**src/rtl/ahb_ctrl_pkg.sv**
```systemverilog
// Shared types and address map for the USB endpoint AHB-Lite slave controller.
// Holds decoder state codes, FSM states, size codes and the buffer-readiness helper.
package ahb_ctrl_pkg;

  typedef enum logic [1:0] {
    ST_IDLE  = 2'b00,
    ST_WRITE = 2'b01,
    ST_READ  = 2'b10,
    ST_ERROR = 2'b11
  } dec_state_e;

  typedef enum logic [2:0] {
    F_IDLE = 3'd0,
    F_WAIT = 3'd1,
    F_DATA = 3'd2,
    F_ERR1 = 3'd3,
    F_ERR2 = 3'd4
  } fsm_e;

  localparam logic [1:0] SZ_BYTE = 2'd0;
  localparam logic [1:0] SZ_HALF = 2'd1;
  localparam logic [1:0] SZ_WORD = 2'd2;
  localparam logic [1:0] SZ_BAD  = 2'd3;

  localparam logic [6:0] BUF_LAST    = 7'h3F;
  localparam logic [6:0] STATUS      = 7'h40;
  localparam logic [6:0] STATUS_LAST = 7'h43;
  localparam logic [6:0] ERROR_REG   = 7'h42;
  localparam logic [6:0] BO          = 7'h44;
  localparam logic [6:0] EHTS        = 7'h48;

  function automatic logic [2:0] size_bytes(input logic [1:0] sz);
    case (sz)
      SZ_BYTE: return 3'd1;
      SZ_HALF: return 3'd2;
      SZ_WORD: return 3'd4;
      default: return 3'd0;
    endcase
  endfunction

  // Writes need free space (occ + n <= depth); reads need n bytes held.
  function automatic logic buf_ready(input logic       wr,
                                     input logic       is_buf,
                                     input logic [2:0] n,
                                     input logic [6:0] occ,
                                     input logic [7:0] depth);
    logic [7:0] occ8;
    logic [7:0] n8;
    occ8 = {1'b0, occ};
    n8   = {5'b0, n};
    if (!is_buf)
      return 1'b1;
    else if (wr)
      return (occ8 + n8) <= depth;
    else
      return occ8 >= n8;
  endfunction

endpackage

```
**src/rtl/ahb_slave_controller_if.sv**
```systemverilog
// AHB-Lite bus signals between a master and the endpoint slave controller.
// Handshake: an address phase is accepted when hsel & htrans[1] & hready at a rising clk edge.
interface ahb_slave_controller_if;
  logic       hsel;
  logic [1:0] htrans;
  logic       hwrite;
  logic [6:0] haddr;
  logic [1:0] hsize;
  logic       hready;
  logic       hresp;

  modport slave (
    input  hsel, htrans, hwrite, haddr, hsize,
    output hready, hresp
  );

  modport master (
    output hsel, htrans, hwrite, haddr, hsize,
    input  hready, hresp
  );
endinterface

```
**src/rtl/ahb_access_checker.sv**
```systemverilog
// Combinational legality check of an AHB address phase against the endpoint map.
// Reports illegal, whether the target is the data buffer, and the byte count.
module ahb_access_checker (
  input  logic [6:0] haddr,
  input  logic [1:0] hsize,
  input  logic       hwrite,
  output logic       illegal,
  output logic       is_buffer,
  output logic [2:0] n_bytes
);
  import ahb_ctrl_pkg::*;

  logic misaligned;
  logic unmapped;
  logic bad_write;
  logic bad_word;
  logic bad_wide;

  always_comb begin
    misaligned = ((hsize == SZ_HALF) && haddr[0]) ||
                 ((hsize == SZ_WORD) && (haddr[1:0] != 2'b00));
    unmapped   = ((haddr > BO) && (haddr < EHTS)) || (haddr > EHTS);
    // Status/error/BO registers are read-only.
    bad_write  = hwrite && (haddr >= STATUS) && (haddr <= BO);
    bad_word   = (hsize == SZ_WORD) && (haddr >= STATUS) && (haddr <= STATUS_LAST);
    bad_wide   = (hsize != SZ_BYTE) && ((haddr == BO) || (haddr == EHTS));
    illegal    = (hsize == SZ_BAD) || misaligned || unmapped ||
                 bad_write || bad_word || bad_wide;
    is_buffer  = haddr <= BUF_LAST;
    n_bytes    = size_bytes(hsize);
  end

endmodule

```
**src/rtl/ahb_slave_controller.sv**
```systemverilog
// AHB-Lite data-phase sequencer for the USB endpoint register/buffer map.
// Optional wait-state timeout enabled by defining AHB_CTRL_TIMEOUT_EN.
module ahb_slave_controller #(
  parameter int BUF_DEPTH = 64,
  parameter int WAIT_MAX  = 16
) (
  input  logic                        clk,
  input  logic                        nRst,
  ahb_slave_controller_if.slave       bus,
  input  logic [6:0]                  buf_occupancy,
  output logic [1:0]                  state,
  output logic                        get_rx_data,
  output logic                        store_tx_data,
  output logic [2:0]                  xfer_bytes,
  output logic [2:0]                  fsm_dbg
);
  import ahb_ctrl_pkg::*;

  localparam logic [7:0] DEPTH8 = 8'(BUF_DEPTH);

  fsm_e       fsm;
  logic       wr_q;
  logic       is_buf_q;
  logic [2:0] n_q;

  logic       illegal;
  logic       is_buffer;
  logic [2:0] n_bytes;
  logic       accept;
  logic       sel_wr;
  logic       sel_buf;
  logic [2:0] sel_n;
  logic       sel_ready;
  logic       go_data;
  logic       unused_htrans0;

  assign unused_htrans0 = bus.htrans[0];

  ahb_access_checker u_checker (
    .haddr     (bus.haddr),
    .hsize     (bus.hsize),
    .hwrite    (bus.hwrite),
    .illegal   (illegal),
    .is_buffer (is_buffer),
    .n_bytes   (n_bytes)
  );

  assign accept  = bus.hsel && bus.htrans[1] && bus.hready;
  assign fsm_dbg = fsm;

  // Moore decode of the bus response and decoder state.
  always_comb begin
    bus.hready = 1'b1;
    bus.hresp  = 1'b0;
    state      = ST_IDLE;
    case (fsm)
      F_WAIT: bus.hready = 1'b0;
      F_DATA: state = wr_q ? ST_WRITE : ST_READ;
      F_ERR1: begin
        bus.hready = 1'b0;
        bus.hresp  = 1'b1;
        state      = ST_ERROR;
      end
      F_ERR2: begin
        bus.hresp = 1'b1;
        state     = ST_ERROR;
      end
      default: ;
    endcase
  end

  // In WAIT the held transfer is re-checked; elsewhere the live address phase is.
  always_comb begin
    if (fsm == F_WAIT) begin
      sel_wr  = wr_q;
      sel_buf = is_buf_q;
      sel_n   = n_q;
    end else begin
      sel_wr  = bus.hwrite;
      sel_buf = is_buffer;
      sel_n   = n_bytes;
    end
    sel_ready = buf_ready(sel_wr, sel_buf, sel_n, buf_occupancy, DEPTH8);
    go_data   = (fsm == F_WAIT) ? sel_ready : (accept && !illegal && sel_ready);
  end

`ifdef AHB_CTRL_TIMEOUT_EN
  localparam int WCW = $clog2(WAIT_MAX + 1);
  localparam logic [WCW-1:0] WAIT_LAST = WCW'(WAIT_MAX - 1);
  logic [WCW-1:0] wait_cnt;
  logic           timeout;
  assign timeout = (wait_cnt == WAIT_LAST);
`else
  localparam int UNUSED_WAIT_MAX = WAIT_MAX;
`endif

  always_ff @(posedge clk) begin
    if (!nRst) begin
      fsm           <= F_IDLE;
      wr_q          <= 1'b0;
      is_buf_q      <= 1'b0;
      n_q           <= 3'd0;
      get_rx_data   <= 1'b0;
      store_tx_data <= 1'b0;
      xfer_bytes    <= 3'd0;
`ifdef AHB_CTRL_TIMEOUT_EN
      wait_cnt      <= '0;
`endif
    end else begin
      // Strobes pulse only in the single DATA cycle; xfer_bytes reports n there.
      get_rx_data   <= go_data && sel_buf && !sel_wr;
      store_tx_data <= go_data && sel_buf && sel_wr;
      xfer_bytes    <= go_data ? sel_n : 3'd0;

      case (fsm)
        F_IDLE, F_DATA, F_ERR2: begin
          if (accept) begin
            wr_q     <= bus.hwrite;
            is_buf_q <= is_buffer;
            n_q      <= n_bytes;
            if (illegal)
              fsm <= F_ERR1;
            else if (sel_ready)
              fsm <= F_DATA;
            else
              fsm <= F_WAIT;
          end else begin
            fsm <= F_IDLE;
          end
        end
        F_WAIT: begin
          if (sel_ready)
            fsm <= F_DATA;
`ifdef AHB_CTRL_TIMEOUT_EN
          else if (timeout)
            fsm <= F_ERR1;
`endif
        end
        F_ERR1:  fsm <= F_ERR2;
        default: fsm <= F_IDLE;
      endcase

`ifdef AHB_CTRL_TIMEOUT_EN
      if ((fsm == F_WAIT) && !sel_ready && !timeout)
        wait_cnt <= wait_cnt + 1'b1;
      else
        wait_cnt <= '0;
`endif
    end
  end

endmodule
```
**src/flat_wrapper.sv**
```systemverilog
// flat-port wrapper written by rule: the top's interface ports become plain ports
module ahb_slave_controller_flat import ahb_ctrl_pkg::*;
#(
  parameter int BUF_DEPTH = 64,
  parameter int WAIT_MAX  = 16
)
  (clk, nRst, buf_occupancy, state, get_rx_data, store_tx_data, xfer_bytes, fsm_dbg, bus_hsel, bus_htrans, bus_hwrite, bus_haddr, bus_hsize, bus_hready, bus_hresp);
  ahb_slave_controller_if bus_i ();
  input  logic clk;
  input  logic nRst;
  input  logic [6:0] buf_occupancy;
  output logic [1:0] state;
  output logic get_rx_data;
  output logic store_tx_data;
  output logic [2:0] xfer_bytes;
  output logic [2:0] fsm_dbg;
  input wire logic [$bits(bus_i.hsel)-1:0] bus_hsel;
  input wire logic [$bits(bus_i.htrans)-1:0] bus_htrans;
  input wire logic [$bits(bus_i.hwrite)-1:0] bus_hwrite;
  input wire logic [$bits(bus_i.haddr)-1:0] bus_haddr;
  input wire logic [$bits(bus_i.hsize)-1:0] bus_hsize;
  output wire logic [$bits(bus_i.hready)-1:0] bus_hready;
  output wire logic [$bits(bus_i.hresp)-1:0] bus_hresp;
  assign bus_i.hsel = bus_hsel;
  assign bus_i.htrans = bus_htrans;
  assign bus_i.hwrite = bus_hwrite;
  assign bus_i.haddr = bus_haddr;
  assign bus_i.hsize = bus_hsize;
  assign bus_hready = bus_i.hready;
  assign bus_hresp = bus_i.hresp;
  ahb_slave_controller #(.BUF_DEPTH(BUF_DEPTH), .WAIT_MAX(WAIT_MAX)) u_core (.clk(clk), .nRst(nRst), .bus(bus_i), .buf_occupancy(buf_occupancy), .state(state), .get_rx_data(get_rx_data), .store_tx_data(store_tx_data), .xfer_bytes(xfer_bytes), .fsm_dbg(fsm_dbg));
endmodule
```
**config.mk**
```make
export PLATFORM = sky130hd
export DESIGN_NAME = ahb_slave_controller_flat
export DESIGN_NICKNAME = d
export VERILOG_FILES = /design/src/rtl/ahb_ctrl_pkg.sv /design/src/rtl/ahb_slave_controller_if.sv /design/src/rtl/ahb_access_checker.sv /design/src/rtl/ahb_slave_controller.sv /design/src/flat_wrapper.sv
export SDC_FILE = /design/constraint.sdc
export NUM_CORES = 1
export LEC_CHECK = 0
export CAP_MARGIN = 10
export CORE_ASPECT_RATIO = 1.25
export CORE_MARGIN = 2
export CORE_UTILIZATION = 45
export CTS_BUF_LIST = sky130_fd_sc_hd__clkbuf_8
export CTS_CLUSTER_DIAMETER = 100
export CTS_CLUSTER_SIZE = 28
export DETAILED_ROUTE_END_ITERATION = 8
export GPL_TIMING_DRIVEN = 0
export PLACE_DENSITY = 0.79
export SLEW_MARGIN = 20
export SYNTH_ARGS = -nofsm -noshare
export SYNTH_HDL_FRONTEND = slang
export SYNTH_SLANG_ARGS = --single-unit
```
**constraint.sdc**
```tcl
create_clock -name clk -period 4.4 [get_ports clk]
set_input_delay 0.88 -clock clk [delete_from_list [all_inputs] [get_ports clk]]
set_output_delay 0.88 -clock clk [all_outputs]
set_load 0.1 [all_outputs]
```
# Word level (Yosys, flattened, before mapping)
# Index checks and enable logic that the tools add are counted.
[classes]
add_sub_neg = 1
multipliers = 0
n_div = 0
magnitude_cmp = 9
n_eq_ne = 10
shift = 0
muxes = 16
n_bitwise = 0
reduce_logical = 34
[op_table]
columns = ["cell", "count"]
rows = [
  ["3-bit case mux with 3 select lines", 2],
  ["1-bit logical AND", 15],
  ["7-bit equality test, second input constant", 2],
  ["7-bit greater-than comparator, second input constant", 2],
  ["7-bit <= comparator, second input constant", 2],
  ["3-bit two-way mux", 4],
  ["7-bit by 3-bit adder with 8-bit output", 1],
  ["8-bit by 7-bit <= comparator with 1-bit output, second input constant", 1],
  ["1-bit logical OR", 8],
  ["7-bit by 3-bit >= comparator with 1-bit output", 1],
  ["7-bit >= comparator, second input constant", 1],
  ["7-bit by 6-bit <= comparator with 1-bit output, second input constant", 1],
  ["7-bit less-than comparator, second input constant", 1],
  ["1-bit two-way mux", 7],
  ["3-bit by 2-bit equality test with 1-bit output, second input constant", 2],
  ["2-bit equality test, second input constant", 2],
  ["2-bit two-way mux", 2],
  ["2-bit case mux with 2 select lines", 1],
  ["2-bit AND reduction", 2],
  ["2-bit nonzero test", 2],
  ["2-bit OR reduction", 2],
  ["3-bit by 1-bit equality test with 1-bit output, second input constant", 1],
  ["3-bit equality test, second input constant", 1],
  ["3-bit zero test", 1],
  ["other kinds (5)", 6],
]
[totals]
reg_bits = 13
latch_bits = 0
ram_bits = 0
romBits = 0
output_inout_bits = 12
wordCells = 77
memories = 0

# Longest topological paths before layout
# Gate-level depths: netlist of the first run.
[depth]
depth_word = 14
ltp_mapped = 12
depth_no_buf = 11

# Modules after synthesis
# A second synthesis of the first run with hierarchy kept.
[hier_totals]
cells_unflattened = 102
area_unflattened_um2 = 927.1
[by_module_without_submodules]
columns = ["module", "instances", "cells_per_inst", "area_per_inst_um2", "seq_area_each_um2"]
rows = [
  ["ahb_slave_controller", 1, 91, 852.1, 260.2],
  ["ahb_access_checker", 1, 11, 75.1, 0.0],
]

# Worst setup path before layout of the first run
# OpenSTA, ideal clock, no wires.
[synth_timing]
path_type = "register to register"
start = "register u_core.fsm[0] (netlist: u_core.fsm_dbg[0])"
end = "register u_core.fsm[1] (netlist: u_core.fsm_dbg[1])"
arrival_ns = 3.702
path_slack_ns = 0.580
stages_incl_launch_ff = 13
path_buffers = 1
period_less_slack_ns = 3.820
cell_sequence = "dfxtp_1 -> nor3b_2 -> buf_2 -> mux2_2 -> ha_1 -> inv_1 -> fa_1 -> and2b_1 -> o2111ai_1 -> mux2_2 -> a31oi_4 -> mux2i_1 -> o221a_1"
[synth_between]
elab_chain_len = 10
elab_cells_between_ends = 22
cone_classes = "add/sub: 1; order compare: 2; eq/ne: 5; mux: 10; reduce/logical: 4"
[synth_rtl]
columns = ["element", "line", "rtl"]
rows = [
  ["from (decl)", "ahb_slave_controller.sv:21", "fsm_e fsm;"],
  ["from (signal assigned)", "ahb_slave_controller.sv:99", "fsm <= F_IDLE;"],
  ["from (signal assigned)", "ahb_slave_controller.sv:122", "fsm <= F_ERR1;"],
  ["from (signal assigned)", "ahb_slave_controller.sv:124", "fsm <= F_DATA;"],
  ["3-bit by 1-bit equality test with 1-bit output *", "ahb_slave_controller.sv:74", "if (fsm == F_WAIT) begin"],
  ["3-bit two-way mux *", "ahb_slave_controller.sv:74", ""],
  ["via u_core.sel_n[0]", "ahb_slave_controller.sv:32", "logic [2:0] sel_n;"],
  ["7-bit by 3-bit adder with 8-bit output", "ahb_ctrl_pkg.sv:54", "return (occ8 + n8) <= depth;"],
  ["8-bit by 7-bit <= comparator with 1-bit output", "ahb_ctrl_pkg.sv:54", ""],
  ["1-bit two-way mux *", "ahb_ctrl_pkg.sv:53", "else if (wr)"],
  ["1-bit two-way mux *", "ahb_ctrl_pkg.sv:51", "if (!is_buf)"],
  ["2-bit two-way mux", "ahb_slave_controller.sv:123", "else if (sel_ready)"],
  ["3-bit two-way mux", "ahb_slave_controller.sv:121", "if (illegal)"],
  ["3-bit two-way mux", "ahb_slave_controller.sv:117", "if (accept) begin"],
  ["3-bit case mux with 3 select lines", "ahb_slave_controller.sv:115", "case (fsm)"],
]
# Mark *: on every way through the listed nets, which the timed path passes. The rest lies on a longest branch.
# A chain may end at the register's enable or synchronous reset.

# Final worst setup path of the first run
[layout_timing]
start = "input bus_hsize[1]"
end = "register u_core.fsm[1] (netlist: u_core.fsm_dbg[1])"
[layout_between]
elab_chain_len = 11
elab_cells_between_ends = 28
cone_classes = "add/sub: 1; order compare: 2; eq/ne: 4; mux: 8; reduce/logical: 13"
[layout_rtl]
columns = ["element", "line", "rtl"]
rows = [
  ["from (decl)", "flat_wrapper.sv:21", "input wire logic [$bits(bus_i.hsize)-1:0] bus_hsize;"],
  ["2-bit equality test, or another cell as far along", "ahb_ctrl_pkg.sv:33", "case (sz)"],
  ["3-bit case mux with 3 select lines *", "ahb_ctrl_pkg.sv:33", ""],
  ["3-bit two-way mux *", "ahb_slave_controller.sv:74", ""],
  ["via u_core.sel_n[0]", "ahb_slave_controller.sv:32", ""],
  ["7-bit by 3-bit adder with 8-bit output", "ahb_ctrl_pkg.sv:54", ""],
  ["8-bit by 7-bit <= comparator with 1-bit output", "ahb_ctrl_pkg.sv:54", ""],
  ["1-bit two-way mux *", "ahb_ctrl_pkg.sv:53", ""],
  ["1-bit two-way mux *", "ahb_ctrl_pkg.sv:51", ""],
  ["2-bit two-way mux", "ahb_slave_controller.sv:123", ""],
  ["3-bit two-way mux", "ahb_slave_controller.sv:121", ""],
  ["3-bit two-way mux", "ahb_slave_controller.sv:117", ""],
  ["3-bit case mux with 3 select lines", "ahb_slave_controller.sv:115", ""],
  ["to (signal assigned)", "ahb_slave_controller.sv:122", ""],
  ["to (signal assigned)", "ahb_slave_controller.sv:124", ""],
  ["to (signal assigned)", "ahb_slave_controller.sv:126", "fsm <= F_WAIT;"],
]
# Marked as above.

==> metrics.log, run 1 <==
[metrics] routed wirelength normalized by instance count: ~12 um
[metrics] worst clock skew on the final layout: 0.00129 ns
[metrics] drt initial violations: 15
[metrics] cell family with the largest share of critical-path delay: multiplexers
[metrics] Req. time, crit path: 4.54 ns
[metrics] vertical die dimension: approximately 57 um
[metrics] die footprint: approximately 2600 sq um
[metrics] HPWL after DPL: 1760 um
[metrics] most frequent cells in the layout: sky130_fd_sc_hd__clkdlybuf4s50_1, sky130_fd_sc_hd__dfxtp_1, sky130_fd_sc_hd__nand2_1
[metrics] filler-free cell count of the finished design: between 150 and 200
[metrics] DRT Wirelength: about 2200 um
[metrics] router iterations before antenna repair: 4
[metrics] # nets final: 185
[metrics] Critical path destination: u_core.fsm_dbg[1]$_SDFFE_PN0P_
[metrics] Clk pin slew, worst setup/hold paths: 0.06 ns
[metrics] result of the run: completed
[metrics] H-tree levels: 1
[metrics] Hold Vio Cnt, Final: 0
[metrics] net switching power figure: 0.107 mW
[metrics] worst slew margin relative to its limit: 34.8%
[metrics] critical path's slowest cell: sky130_fd_sc_hd__clkdlybuf4s50_1
[metrics] max layer used: met4
[metrics] main flop type after synthesis: sky130_fd_sc_hd__dfxtp_1
[metrics] average cell area after synthesis: between 8 and 9 sq um
[metrics] number of cells upsized or downsized after cts: 0
[metrics] maximum number of pins on one net before global-route repair: 11
[metrics] global-route usage over all layers: 19.1%
[metrics] clock tree from TritonCTS: built
[metrics] initial core utilization: a little under half
[metrics] proportion of synthesized flip-flops having asynchronous set or reset: 0%
[metrics] antenna violations before repair: 0
[metrics] met3 routed wirelength: about 56 um
[metrics] final max-slew violation count: 0
[metrics] origin of the critical flop-to-flop path: u_core.fsm_dbg[0]$_SDFFE_PN0P_
[metrics] internal reg-to-reg setup slack: 1.02 ns
[metrics] count of hold-fix buffers inserted at cts: 0
[metrics] Layout Area Growth over Synthesis: 38.9%
[metrics] number of input and output port buffers inserted: 31
[metrics] number of global-route vias before repair: around 900
[metrics] Pint: 0.227 mW
[metrics] global-route wire length before repair: around 3800 um
[metrics] CP Cell Sequence: clkdlybuf4s50_1, nor2_1, mux2_2, ha_1, inv_1, fa_1, and2b_1, o2111ai_1, mux2_2, a31oi_4, mux2i_1, o221a_1
[metrics] Std-Cell Rows: 19
[metrics] R2R Path End: u_core.fsm_dbg[1]$_SDFFE_PN0P_
[metrics] number of register bits inferred by synthesis: 13
[metrics] final setup violation count: 0
[metrics] number of clock buffers inserted by TritonCTS: 3
[metrics] critical path startpoint: bus_hsize[1]
[metrics] fill count: 196
[metrics] Cell Count Post-Placement: 180
[metrics] power density cells: 237 nW/um^2
[metrics] max-cap check violation count: 0
[metrics] number of inserted diodes: 0
[metrics] number of nets in the synthesized netlist: 149
[metrics] Clock Tree Buf Depth: 2
[metrics] # clock sinks: 13
[metrics] length of routed wiring on met1: 939 um
[metrics] number of standard cells after synthesis: 118
[metrics] summed instance area of the synthesized netlist: between 1000 and 1500 sq um
[metrics] final clock period utilization by the worst path: 79.1%
[metrics] area of all sequential standard cells: 260 sq um
[metrics] top-level port count: 34
[metrics] Crit path depth: 12
[metrics] largest driver fanout on the critical path: 5
[metrics] switching part of the total: 32.0%
[metrics] cell at the root of the clock tree: sky130_fd_sc_hd__clkbuf_8
[metrics] power share of the clock group: 31.4%
[metrics] Clk Latency, worst-skew pair: 0.24 ns
[metrics] sequential-to-total area share from yosys stat: 25.7%
[metrics] critical path's most frequent cell: sky130_fd_sc_hd__mux2_2
[metrics] mean number of vias per cell: 5.22
[metrics] met2 WL post-DR: about 1100 um
[metrics] LEAKAGE: 0.578 nW
[metrics] FF-to-FF path depth: 12
[metrics] YS warnings: 0
[metrics] Critical path buffers and inverters: 2
[metrics] Logic pwr share: 31.1%
[metrics] sequential share of power: 37.5%
[metrics] DIE WIDTH: 46.4 um
[metrics] nature of the critical path endpoint: flop
[metrics] shortest clock period the worst path allows after layout: 3.48 ns
[metrics] peak ir drop on the vdd network: 0.170 mV
[metrics] worst stage delay on the critical path: 0.53 ns
[metrics] area used by multi-input combinational logic: 713 sq um
[metrics] count of buffers added by post-CTS timing repair for setup: 0
[metrics] power consumption: 0.334 mW
[metrics] core region area: 2160 sq um
[metrics] post-route antenna net violation count: 0
[metrics] critical path arrival: 3.62 ns
[metrics] sort of element at the start of the critical path: primary input
[metrics] most common library cell in the layout ignoring fill and taps: sky130_fd_sc_hd__clkdlybuf4s50_1
[metrics] setup repair after global routing missed its margin: false
[metrics] via count: 961
[metrics] number of unique standard cell types used by synthesis: 38
[metrics] Hold/Removal Path Class: flop to flop
[metrics] fraction of layout cells with a size suffix above 1: 7.19%
[metrics] Setup Crit Path Kind: primary input to flop
[metrics] accumulated negative setup slack: 0 ns
[metrics] slew of the pin with the lowest slew margin: 0.974 ns
[metrics] final RePlAce weighted congestion: 0.759
[metrics] residual overflow from global routing: 0
[metrics] top achievable clock speed: 0.287 GHz
[metrics] number of flops mapped to enable cells by yosys: 0
[metrics] Residual DRC: 0
==> metal layers <==
| layer | vias to the layer above | track usage [%] |
|---|---|---|
| li1 | 494 | - |
| met1 | 441 | 22.8 |
| met3 | 4 | 2.85 |
| met4 | 0 | 7.35 |
| met2 | 22 | 32.9 |
| met5 | - | 0 |
==> layout make-up <==
type / count / share of cell area (%)
multi-input cells: 95 / 50.7
repair buffers: 31 / 22.1
flip-flops and latches: 13 / 18.5
clock buffers: 3 / 2.94
well taps: 31 / 2.76
inverters: 8 / 2.14
plain buffers: 2 / 0.623
clock inverters: 1 / 0.267
==> Yosys cell counts (all sizes together) (2+ instances only) <==
cell type  instances  area share [%]
a211oi             3             2.7
a21o               2             1.5
a21oi              6             3.0
a31oi              2             2.7
and3               2             1.2
dfxtp             13              26
ha                 8             9.9
inv                8             3.0
mux2               2             2.2
mux2i              9             8.9
nand2             10             3.7
nand2b             3             1.9
nand3              3             1.5
nor2               5             1.9
nor2b              8             4.9
nor3               5             2.5
nor3b              2             2.0
o2111ai            2             1.7
o21a               2             1.5
o21ai              8             4.0
xor2               2             1.7
==> per-stage QoR <==
stage	hold WS (ns)	area, sq um	util (%)	worst slack, ns
detailed placement	0.506	1360	62.9	0.648
global placement	0.493	1360	62.9	0.706
floorplan	0.477	1010	-	0.580
CTS	0.528	1410	65.0	0.895
global route	0.551	1410	65.0	0.695
finish	0.522	1410	65.0	0.919
==> power by group through the flow <==
| stage | clock (mW) | combinational, mW | sequential, mW |
|---|---|---|---|
| global route | 0.114 | 0.114 | 0.126 |
| global placement | 0 | 0.102 | 0.127 |
| detailed placement | 0 | 0.104 | 0.128 |
| floorplan | 0 | 0.0563 | 0.138 |
| finish | 0.105 | 0.104 | 0.125 |
| CTS | 0.107 | 0.105 | 0.125 |
==> flip-flops by register name, summed over array words and instances (netlist names) <==
name                  count
u_core.is_buf_q           1
u_core.get_rx_data        1
u_core.xfer_bytes         3
u_core.store_tx_data      1
u_core.n_q                3
u_core.wr_q               1
u_core.fsm_dbg            3
==> tightest hold or removal path, delay by kind of cell, from the launching register on <==
family	cells	cell delay [ns]
flops	1	0.32
simple gates	1	0.10
mux	1	0.07
==> cell families (layout without fill, tap and decap cells) <==
kind of cell	after synthesis	count (layout)	share of synthesized area, %
buffers and inverters	10	45	3.83
XOR/XNOR	2	2	1.73
multiplexers	11	11	11.1
AND/OR/NAND/NOR	41	41	21.5
AO/OA/AOI/OAI	32	32	24.2
flip-flops	13	13	25.7
adder cells (fa/ha/maj)	9	9	11.9
==> worst min-delay path by stage <==
| stage | cells past startpoint | slack, ns | end | start |
|---|---|---|---|---|
| floorplan | 2 | 0.48 | u_core.n_q[0]$_SDFFE_PN0P_ | u_core.n_q[0]$_SDFFE_PN0P_ |
| global placement | 2 | 0.49 | u_core.n_q[0]$_SDFFE_PN0P_ | u_core.n_q[0]$_SDFFE_PN0P_ |
| detailed placement | 2 | 0.51 | u_core.n_q[0]$_SDFFE_PN0P_ | u_core.n_q[0]$_SDFFE_PN0P_ |
| CTS | 2 | 0.53 | u_core.n_q[2]$_SDFFE_PN0P_ | u_core.n_q[2]$_SDFFE_PN0P_ |
| global route | 2 | 0.55 | u_core.n_q[2]$_SDFFE_PN0P_ | u_core.n_q[2]$_SDFFE_PN0P_ |
| finish | 2 | 0.52 | u_core.n_q[2]$_SDFFE_PN0P_ | u_core.n_q[2]$_SDFFE_PN0P_ |
Power figures use the tool's default switching activity.
==> run 2: changes to the inputs <==
--- a/config.mk
+++ b/config.mk
@@ -8,13 +8,13 @@
 export CAP_MARGIN = 10
 export CORE_ASPECT_RATIO = 1.25
 export CORE_MARGIN = 2
-export CORE_UTILIZATION = 45
+export CORE_UTILIZATION = 42
 export CTS_BUF_LIST = sky130_fd_sc_hd__clkbuf_8
 export CTS_CLUSTER_DIAMETER = 100
 export CTS_CLUSTER_SIZE = 28
 export DETAILED_ROUTE_END_ITERATION = 8
 export GPL_TIMING_DRIVEN = 0
-export PLACE_DENSITY = 0.79
+export PLACE_DENSITY = 0.78
 export SLEW_MARGIN = 20
 export SYNTH_ARGS = -nofsm -noshare
 export SYNTH_HDL_FRONTEND = slang
==> constraint.sdc (replaced) <==
create_clock -name clk -period 3.01 [get_ports clk]
set_input_delay 0.602 -clock clk [delete_from_list [all_inputs] [get_ports clk]]
set_output_delay 0.602 -clock clk [all_outputs]
set_load 0.1 [all_outputs]
==> metrics.log, run 2 (synthesis gave the netlist of run 1 again) <==
[metrics] LEAKAGE: 0.648 nW (+12%)
[metrics] number of input and output port buffers inserted: 31 (unchanged)
[metrics] Layout Area Growth over Synthesis: 54.9%
[metrics] Post-Place Setup Slack: -0.440 ns (-1.09 ns)
[metrics] DRT Wirelength: 2370 um (+9.2%)
[metrics] Clk Latency, worst-skew pair: 0.24 ns (about the same)
[metrics] result of the run: completed
[metrics] initial core utilization: 45.3% (-1.5 points)
[metrics] HPWL after DPL: 1810 um (+2.8%)
[metrics] via count: 1022 (+6.3%)
[metrics] router iterations before antenna repair: 4 (unchanged)
[metrics] post-route antenna net violation count: 0 (unchanged)
[metrics] antenna violations before repair: 0 (unchanged)
[metrics] shortest clock period the worst path allows after layout: just under 3 ns
[metrics] setup repair after global routing missed its margin: true
[metrics] Clock Tree Buf Depth: 2 (unchanged)
[metrics] final clock period utilization by the worst path: 97.3%
[metrics] critical path arrival: 3.06 ns (-0.56 ns)
[metrics] DIE WIDTH: 47.9 um (+3.2%)
[metrics] drt initial violations: 29 (+14)
[metrics] core region area: 2230 sq um (+3.3%)
[metrics] Setup Crit Path Kind: flop to flop
[metrics] cell at the root of the clock tree: sky130_fd_sc_hd__clkbuf_8
[metrics] mean number of vias per cell: 5.24 (+0.35%)
[metrics] post-layout instance area: 1570 sq um (+11%)
[metrics] top-level port count: 34 (unchanged)
[metrics] internal reg-to-reg setup slack: 0.08 ns (-0.94 ns)
[metrics] number of clock buffers inserted by TritonCTS: 3 (unchanged)
[metrics] nature of the critical path endpoint: flop
[metrics] power density cells: 325 nW/um^2 (+37%)
[metrics] most common library cell in the layout ignoring fill and taps: sky130_fd_sc_hd__clkdlybuf4s50_1
[metrics] Std-Cell Rows: 19 (unchanged)
[metrics] worst slew margin relative to its limit: 35.3% (+0.42 points)
[metrics] clock tree from TritonCTS: built
[metrics] die footprint: 2820 sq um (+6.6%)
[metrics] final RePlAce weighted congestion: 0.823 (+8.4%)
[metrics] vertical die dimension: 58.9 um (+3.3%)
[metrics] count of hold-fix buffers inserted at cts: 0 (unchanged)
[metrics] max-cap check violation count: 0 (unchanged)
[metrics] Hold/Removal Path Class: flop to flop
[metrics] worst clock skew on the final layout: 0.000361 ns (-0.000929 ns)
[metrics] power consumption: 0.509 mW (+53%)
[metrics] top achievable clock speed: ~0.34 GHz
[metrics] most frequent cells in the layout: sky130_fd_sc_hd__clkdlybuf4s50_1, sky130_fd_sc_hd__buf_4, sky130_fd_sc_hd__nand2_1, sky130_fd_sc_hd__dfxtp_1
[metrics] H-tree levels: 1 (unchanged)
[metrics] number of inserted diodes: 0 (unchanged)
[metrics] # clock sinks: 13 (unchanged)
[metrics] Residual DRC: 0 (unchanged)
[metrics] Placed Instance Area: 1390 sq um (+2.4%)
[metrics] final max-slew violation count: 0 (unchanged)
[metrics] residual overflow from global routing: 0 (unchanged)
[metrics] # nets final: 196 (+5.9%)
[metrics] final core utilization: 70.2% (+5.1 points)
[metrics] Clk pin slew, worst setup/hold paths: 0.06 ns (about the same)
[metrics] Hold Vio Cnt, Final: 0 (unchanged)
[metrics] global-route wire length before repair: 3800 um (+0.34%)
[metrics] number of global-route vias before repair: 914 (+3.5%)
[metrics] fraction of layout cells with a size suffix above 1: 20.7% (+14 points)
[metrics] final setup violation count: 0 (unchanged)
[metrics] peak ir drop on the vdd network: 0.259 mV (+52%)
[metrics] routed wirelength normalized by instance count: 12.1 um (+3.1%)
[metrics] largest driver fanout on the critical path: 4 (-1)
[metrics] sort of element at the start of the critical path: flop
[metrics] Req. time, crit path: 3.14 ns (-1.40 ns)
[metrics] slew of the pin with the lowest slew margin: 0.968 ns (-0.00628 ns)
[metrics] maximum number of pins on one net before global-route repair: 11 (unchanged)
[metrics] global-route usage over all layers: 18.4% (-0.74 points)
[metrics] least setup slack across all paths after layout: 0.0799 ns (-0.839 ns)
## run 2: where the power goes
group	leakage, nW	internal [mW]	switching, mW
logic	0.513	0.0775	0.0954
clock network	0.0269	0.0901	0.0648
registers	0.107	0.176	0.00518
total	0.648	0.344	0.165
## run 2: worst paths after layout
kind,from,cells after the start,end
worst max-delay path,u_core.fsm_dbg[2]$_SDFFE_PN0P_,12,u_core.fsm_dbg[1]$_SDFFE_PN0P_
worst max register to register,u_core.fsm_dbg[2]$_SDFFE_PN0P_,12,u_core.fsm_dbg[1]$_SDFFE_PN0P_
worst min-delay path,u_core.n_q[0]$_SDFFE_PN0P_,2,u_core.n_q[0]$_SDFFE_PN0P_
worst min register to register,u_core.n_q[0]$_SDFFE_PN0P_,2,u_core.n_q[0]$_SDFFE_PN0P_
## run 2: critical path, stage by stage (launching register included)
cell and delay (ns):
sky130_fd_sc_hd__dfxtp_4 0.35, sky130_fd_sc_hd__nor3b_4 0.23, sky130_fd_sc_hd__buf_6 0.16, sky130_fd_sc_hd__mux2_4 0.34, sky130_fd_sc_hd__ha_4 0.17, sky130_fd_sc_hd__inv_2 0.06, sky130_fd_sc_hd__fa_2 0.19, sky130_fd_sc_hd__and2b_2 0.24
sky130_fd_sc_hd__o2111ai_2 0.22, sky130_fd_sc_hd__mux2_4 0.33, sky130_fd_sc_hd__a31oi_4 0.19, sky130_fd_sc_hd__mux2i_1 0.13, sky130_fd_sc_hd__o221a_1 0.22
## run 2: what timing repair did
action,4_1_cts,5_1_grt
buffers inserted,4,7
pin swaps,0,5
setup endpoints to repair,5,6
gates resized for setup,6,8
## run 2: layout make-up
cell class | instances | area [sq um]
Buffer | 2 | 15.0
Clock buffer | 3 | 41.3
Clock inverter | 1 | 3.75
Fill cell | 194 | 667
Inverter | 8 | 30.0
Multi-Input combinational cell | 95 | 779
Sequential cell | 13 | 269
Tap cell | 31 | 38.8
Timing Repair Buffer | 42 | 390
## run 2: through the flow
stage	instances	hold slack (ns)	setup TNS (ns)
3_3_place_gp	180	0.498	-1.80
3_5_place_dp	180	0.507	-2.11
5_1_grt	195	0.567	-0.0375
2_1_floorplan	118	0.482	-0.0567
4_1_cts	188	0.524	0
6_report	195	0.522	0
## run 2: routing by layer
| metal | up-vias | GRT usage, % | part of all wire [%] |
|---|---|---|---|
| li1 | 519 | - | - |
| met1 | 475 | 22.2 | 41 |
| met2 | 26 | 31.2 | 54 |
| met3 | 2 | 2.15 | 4.2 |
| met4 | 0 | 8.11 | 0.89 |
| met5 | - | 0 | 0 |
==> run 3: changes to the inputs <==
--- a/config.mk
+++ b/config.mk
@@ -14,6 +14,7 @@
 export CTS_CLUSTER_SIZE = 28
 export DETAILED_ROUTE_END_ITERATION = 8
 export GPL_TIMING_DRIVEN = 0
+export HOLD_SLACK_MARGIN = 0.12
 export PLACE_DENSITY = 0.78
 export SLEW_MARGIN = 20
 export SYNTH_ARGS = -nofsm -noshare
==> results of run 3 <==
Final layout, timing and power as in run 2 (identical DEF).
